[config.mk]
export PLATFORM = sky130hd
export DESIGN_NAME = srs_symb_sched
export DESIGN_NICKNAME = d
export VERILOG_FILES = /design/src/rtl/srs_symb_sched_pkg.sv /design/src/rtl/srs_symb_sched.sv
export SDC_FILE = /design/constraint.sdc
export NUM_CORES = 1
export LEC_CHECK = 0
export BUFFER_PORTS_ARGS = -buffer_cell sky130_fd_sc_hd__buf_2
export CORE_MARGIN = 8
export CORE_UTILIZATION = 35
export CTS_CLUSTER_SIZE = 25
export DETAILED_ROUTE_END_ITERATION = 16
export SLEW_MARGIN = 0
export SYNTH_ARGS = -nofsm -noshare
export SYNTH_HDL_FRONTEND = slang
export SYNTH_SLANG_ARGS = --single-unit
[constraint.sdc]
create_clock -name clk -period 3.2 [get_ports clk]
set_input_delay 0.64 -clock clk [delete_from_list [all_inputs] [get_ports clk]]
set_output_delay 0.64 -clock clk [all_outputs]
set_load 0.01 [all_outputs]
[src/rtl/srs_symb_sched_pkg.sv]
// Shared types and helpers for the per-slot SRS symbol scheduler.
package srs_symb_sched_pkg;

    localparam int unsigned LAST_SYMB_DEF = 13;
    localparam int unsigned SYMB_W        = 4;
    localparam int unsigned IDX_W         = 2;
    localparam int unsigned SLOT_W        = 5;
    localparam int unsigned CNT_W         = 3;

    typedef enum logic [1:0] {
        ST_IDLE,
        ST_WAIT_SYM,
        ST_GEN,
        ST_FFT
    } state_e;

    // Symbol-count code to number of SRS symbols; 0 marks the illegal code.
    function automatic logic [CNT_W-1:0] symb_num_decode(input logic [1:0] code);
        case (code)
            2'b00:   return CNT_W'(1);
            2'b01:   return CNT_W'(2);
            2'b11:   return CNT_W'(4);
            default: return CNT_W'(0);
        endcase
    endfunction

endpackage

[src/rtl/srs_symb_sched.sv]
// Per-slot SRS symbol scheduler: fires one SRS generation + IFFT per allocated
// symbol on its symbol tick, with deadline and watchdog supervision.
module srs_symb_sched
    import srs_symb_sched_pkg::*;
#(
    parameter int unsigned TO_W      = 12,
    parameter int unsigned LAST_SYMB = LAST_SYMB_DEF
) (
    input  logic              clk,
    input  logic              rst_n,
    input  logic              slot_start,
    input  logic [SLOT_W-1:0] n_slot_in,
    input  logic [1:0]        cfg_symb_num,
    input  logic [SYMB_W-1:0] cfg_start_symb,
    input  logic              symb_tick,
    input  logic [SYMB_W-1:0] symb_cnt,
    output logic              srs_start,
    output logic [IDX_W-1:0]  srs_symb_index,
    output logic [SLOT_W-1:0] srs_n_slot,
    input  logic              srs_done,
    output logic              ifft_start,
    input  logic              ifft_done,
    output logic              busy,
    output logic              done,
    output logic              err_cfg,
    output logic              err_ovr,
    output logic              err_to
);

    state_e              state_q, state_d;
    logic [IDX_W-1:0]    idx_q, idx_d;
    logic [CNT_W-1:0]    cnt_q, cnt_d;
    logic [SYMB_W-1:0]   start_symb_q, start_symb_d;
    logic [SLOT_W-1:0]   n_slot_q, n_slot_d;
    logic [IDX_W-1:0]    symb_index_q, symb_index_d;
    logic [TO_W-1:0]     wd_q, wd_d;
    logic                busy_q, busy_d;
    logic                srs_start_q, srs_start_d;
    logic                ifft_start_q, ifft_start_d;
    logic                done_q, done_d;
    logic                err_cfg_q, err_cfg_d;
    logic                err_ovr_q, err_ovr_d;
    logic                err_to_q, err_to_d;

    logic [CNT_W-1:0]    cfg_cnt_c;
    logic [SLOT_W-1:0]   cfg_last_c;
    logic                cfg_legal_c;
    logic                symb_match_c;
    logic                last_symb_c;

    // Legality uses a 5-bit sum so a start near the slot end cannot wrap.
    assign cfg_cnt_c    = symb_num_decode(cfg_symb_num);
    assign cfg_last_c   = SLOT_W'(cfg_start_symb) + SLOT_W'(cfg_cnt_c) - SLOT_W'(1);
    assign cfg_legal_c  = (cfg_cnt_c != '0) && (cfg_last_c <= SLOT_W'(LAST_SYMB));
    assign symb_match_c = symb_tick && (symb_cnt == SYMB_W'(start_symb_q + SYMB_W'(idx_q)));
    assign last_symb_c  = (idx_q == IDX_W'(cnt_q - CNT_W'(1)));

    always_comb begin
        state_d      = state_q;
        idx_d        = idx_q;
        cnt_d        = cnt_q;
        start_symb_d = start_symb_q;
        n_slot_d     = n_slot_q;
        symb_index_d = symb_index_q;
        wd_d         = wd_q;
        busy_d       = busy_q;
        srs_start_d  = 1'b0;
        ifft_start_d = 1'b0;
        done_d       = 1'b0;
        err_cfg_d    = 1'b0;
        err_ovr_d    = 1'b0;
        err_to_d     = 1'b0;

        case (state_q)
            ST_IDLE: begin
                if (slot_start) begin
                    if (cfg_legal_c) begin
                        cnt_d        = cfg_cnt_c;
                        start_symb_d = cfg_start_symb;
                        n_slot_d     = n_slot_in;
                        idx_d        = '0;
                        busy_d       = 1'b1;
                        state_d      = ST_WAIT_SYM;
                    end else begin
                        err_cfg_d = 1'b1;
                    end
                end
            end
            ST_WAIT_SYM: begin
                if (slot_start) begin
                    err_ovr_d = 1'b1;
                    busy_d    = 1'b0;
                    state_d   = ST_IDLE;
                end else if (symb_match_c) begin
                    srs_start_d  = 1'b1;
                    symb_index_d = idx_q;
                    wd_d         = '0;
                    state_d      = ST_GEN;
                end
            end
            ST_GEN: begin
                if (slot_start || symb_tick) begin
                    err_ovr_d = 1'b1;
                    busy_d    = 1'b0;
                    state_d   = ST_IDLE;
                end else if (srs_done) begin
                    ifft_start_d = 1'b1;
                    wd_d         = '0;
                    state_d      = ST_FFT;
                end else if (&wd_q) begin
                    err_to_d = 1'b1;
                    busy_d   = 1'b0;
                    state_d  = ST_IDLE;
                end else begin
                    wd_d = wd_q + TO_W'(1);
                end
            end
            ST_FFT: begin
                // A completion in the same cycle as the next tick still counts.
                if (slot_start) begin
                    err_ovr_d = 1'b1;
                    busy_d    = 1'b0;
                    state_d   = ST_IDLE;
                end else if (ifft_done) begin
                    if (last_symb_c) begin
                        done_d  = 1'b1;
                        busy_d  = 1'b0;
                        state_d = ST_IDLE;
                    end else begin
                        idx_d   = idx_q + IDX_W'(1);
                        state_d = ST_WAIT_SYM;
                    end
                end else if (symb_tick) begin
                    err_ovr_d = 1'b1;
                    busy_d    = 1'b0;
                    state_d   = ST_IDLE;
                end else if (&wd_q) begin
                    err_to_d = 1'b1;
                    busy_d   = 1'b0;
                    state_d  = ST_IDLE;
                end else begin
                    wd_d = wd_q + TO_W'(1);
                end
            end
            default: begin
                busy_d  = 1'b0;
                state_d = ST_IDLE;
            end
        endcase
    end

    always_ff @(posedge clk or negedge rst_n) begin
        if (!rst_n) begin
            state_q      <= ST_IDLE;
            idx_q        <= '0;
            cnt_q        <= '0;
            start_symb_q <= '0;
            n_slot_q     <= '0;
            symb_index_q <= '0;
            wd_q         <= '0;
            busy_q       <= 1'b0;
            srs_start_q  <= 1'b0;
            ifft_start_q <= 1'b0;
            done_q       <= 1'b0;
            err_cfg_q    <= 1'b0;
            err_ovr_q    <= 1'b0;
            err_to_q     <= 1'b0;
        end else begin
            state_q      <= state_d;
            idx_q        <= idx_d;
            cnt_q        <= cnt_d;
            start_symb_q <= start_symb_d;
            n_slot_q     <= n_slot_d;
            symb_index_q <= symb_index_d;
            wd_q         <= wd_d;
            busy_q       <= busy_d;
            srs_start_q  <= srs_start_d;
            ifft_start_q <= ifft_start_d;
            done_q       <= done_d;
            err_cfg_q    <= err_cfg_d;
            err_ovr_q    <= err_ovr_d;
            err_to_q     <= err_to_d;
        end
    end

    assign srs_start      = srs_start_q;
    assign srs_symb_index = symb_index_q;
    assign srs_n_slot     = n_slot_q;
    assign ifft_start     = ifft_start_q;
    assign busy           = busy_q;
    assign done           = done_q;
    assign err_cfg        = err_cfg_q;
    assign err_ovr        = err_ovr_q;
    assign err_to         = err_to_q;

endmodule

==> parameters.txt <==
Parameter                              Value

Run status
  Run status ... completed

Yosys
  Number of unique standard cell types used by synthesis ... 49
  Most common flop cell mapped by yosys ... dfrtp_1
  Portion of synthesized cell area occupied by the leading cell type ... 42.2%
  Post-synthesis instance area ... 2130 um^2
  Total number of yosys warnings ... 0
  Share of the yosys chip area belonging to registers ... 42.2%
  EDFF count, synth ... 0
  Synth area leaders ... dfrtp_1 42%, ha_1 5.3%, inv_1 4.0%
  Post-synthesis cell count ... 217
  Async set-or-reset flop fraction in the synthesized netlist ... 100%
  Register bit total from synthesis ... 36
  Cell accounting for the most synthesized area ... dfrtp_1
  Post-Synthesis Mean Instance Area ... 9.84 um^2
  Synthesized netlist net count ... ~250

Power
  Total chip power ... 1530 uW
  Total power per unit cell area ... 615 nW/um^2
  Leakage power ... 0.00114 uW
  Net Sw Power ... roughly 540 uW
  Net switching fraction of the power ... 35.5%
  Fraction of power consumed by sequential logic ... a little over two fifths
  VDD IR max ... 0.273 mV
  Clk network pwr share ... between 20% and 30%
  Cell Int Power ... slightly below 1000 uW
  Combinational fraction of design power ... 35.3%

Route
  DR WL met3 ... 174 um
  Aggregate routed wire length ... 4.72 mm
  Vias after detailed routing ... 1716
  Count of nets left with antenna violations after detail routing ... 0
  Vias per Instance ... between 5 and 6
  Number of DRC violations after detailed-routing iteration 0 ... 80
  Highest Signal Layer ... met4
  Total routed wire length on the met1 layer ... ~2.4 mm
  DRT Pass-1 Iters ... 4
  Routed length per instance ... 14.3 um
  Post-detailed-route DRC marker count ... 0
  Met2 wirelength from detailed routing ... ~2.1 mm

Clock network
  CTS root buffer ... clkbuf_8
  Clock net sink count ... 36
  Post-cts resize count ... 0
  Clock latency reported for the late side of the worst-skew pair ... 0.30 ns
  Clock slew seen by the registers of the worst setup and hold paths ... 0.07 ns
  Max H-tree Level ... 2
  Number of buffers on the longest clock path ... 2
  Hold-fix buffers, CTS ... 0
  TritonCTS clock tree ... yes
  TritonCTS Buffers ... 5
  Post-CTS Setup Inserts ... 0

STA
  Setup repair after global routing missed its margin ... false
  Fmax ... 372 MHz
  Min cycle time layout ... 2.69 ns
  Number of max-slew violations in the final report ... 0
  Fin crit share ... a little over four fifths
  Headroom to the max-slew limit ... 45.1%
  Transition time of the tightest slew-check pin ... between 0.8 and 0.9 ns
  Setup violations, final ... 0
  Total negative setup slack ... 0 ns
  Smallest hold slack ... 0.436 ns
  Hold Fails Final Rpt ... 0
  Worst clock skew ... 0.00730 ns

Job
  Count of maximum capacitance violations ... 0

GRT
  All-Layer GR Usage ... 11.5%
  Vias in the first global route ... 1753
  Number of antenna violations at the first check in global routing ... 0
  Total overflow reported by the global router ... 0
  Global-route wire length before repair ... roughly 8 mm
  Maximum number of pins on one net before global-route repair ... 37

Layout
  Commonest cells after routing, fill and taps aside ... 36 x dfrtp_1, 34 x buf_2, 23 x inv_1, 19 x nand2_1, 14 x nor2_1
  Most common cell after layout, fill and taps aside ... dfrtp_1
  Number of diodes added for antenna fixing ... 0
  Synthesis-to-layout area growth ... 16.3%
  Number of nets in the layout ... around 290
  Fill cell total of the finished layout ... 604
  Layout cell share with drive strength beyond 1 ... between 20% and 30%

Setup path
  Critical path origin ... cfg_symb_num[1]
  Category of the worst setup path capture point ... flop
  End point of the critical path ... start_symb_q[3]
  Worst reg-to-reg setup slack ... between 0.5 and 0.6 ns
  Critical Path Source Type ... primary input
  Category of the critical setup timing path ... in2reg
  CP max FO ... 9
  Critical path arrival ... 2.87 ns
  Register-to-Register Path Depth ... 8
  Reg2reg start ... idx_q[0]
  Worst r2r dst ... srs_symb_index[0]
  Required arrival time at the worst endpoint ... 3.38 ns

Die
  IO Count ... 35
  Core area ... 5920 um^2
  Num rows ... 28
  Starting density of the core ... 36.1%
  Die W ... 94.1 um
  Die area ... 8850 um^2
  Overall die height ... 94.1 um

Placed design
  Count of port buffers added during placement ... 34
  Detailed Place HPWL ... 3.57 mm
  Final RePlAce weighted congestion ... about 0.8

Min path
  Path class of the lowest-slack min-delay path ... in2async
==> synth_stat cells, types with 4 or more instances <==
cell type	number
nand2_1	19
a21oi_1	13
o31ai_1	5
ha_1	9
nand2b_1	5
dfrtp_1	36
inv_1	23
mux2_1	7
o22ai_1	4
nand3_1	7
o21ai_1	6
nor3_1	8
mux2i_1	4
nor2_1	14
==> kinds of logic after synthesis <==
family / Yosys count / share of synthesized area (%)
muxes: 14 / 7.50
AOI/OAI and AO/OA: 48 / 15.1
adders and majority gates: 11 / 7.15
and+or+nand+nor: 73 / 19.5
xor gates and xnor gates: 6 / 3.11
buffers and inverters: 29 / 5.39
DFF: 36 / 42.2
==> area by class of cell <==
| type | count | area, um^2 | share of cell area [%] |
|---|---|---|---|
| multi-input cells | 152 | 1120 | 45.1 |
| flip-flops and latches | 36 | 901 | 36.3 |
| repair buffers | 37 | 193 | 7.76 |
| well taps | 75 | 93.8 | 3.78 |
| clock buffers | 8 | 90.1 | 3.63 |
| inverters | 23 | 86.3 | 3.48 |
==> how the worst min path moves through the flow <==
| stage | to | slack, ns | cells after the start |
|---|---|---|---|
| after global placement | srs_n_slot[3] | 0.47 | 1 |
| after floorplan | busy | 0.34 | 0 |
| final | srs_n_slot[0] | 0.44 | 1 |
| after detailed placement | srs_n_slot[3] | 0.47 | 1 |
| after CTS | state_q[1] | 0.48 | 1 |
| after global routing | srs_n_slot[2] | 0.50 | 1 |
==> power by group through the flow <==
stage	combinational (uW)	clock (uW)	sequential (uW)
after floorplan	369	0	657
after global placement	535	0	657
after detailed placement	543	0	657
after CTS	547	348	650
after global routing	602	366	662
final	539	338	649
==> critical path: stages <==
cell and delay (ns):
buf_2 0.11, inv_1 0.06, nand2_1 0.06, ha_1 0.27, inv_1 0.04, ha_1 0.21, fa_1 0.38, xnor2_1 0.17
o22ai_1 0.13, nor4_4 0.25, buf_4 0.21, mux2_2 0.34
==> state kept, by name, summed over array words and instances (netlist names) <==
name	cells
srs_symb_index	2
wd_q	12
start_symb_q	4
err_cfg	1
state_q	2
err_ovr	1
ifft_start	1
idx_q	2
err_to	1
cnt_q	2
srs_start	1
done	1
srs_n_slot	5
busy	1
==> per-stage QoR <==
step | utilization (%) | setup slack, ns | std cells | instance area, um^2
final | 41.9 | 0.509 | 331 | 2480
after global routing | 41.9 | 0.394 | 331 | 2480
after CTS | 41.9 | 0.513 | 331 | 2480
after detailed placement | 40.4 | 0.200 | 323 | 2390
after global placement | 40.4 | 0.257 | 323 | 2390
after floorplan | - | 0.245 | 217 | 2130
==> routing by layer <==
metal,track usage (%),vias to the layer above
li1,-,853
met1,14.8,825
met2,17.7,32
met3,3.36,6
met4,4.36,0
met5,0,-
Note: power is estimated with default switching activity, not from simulation.
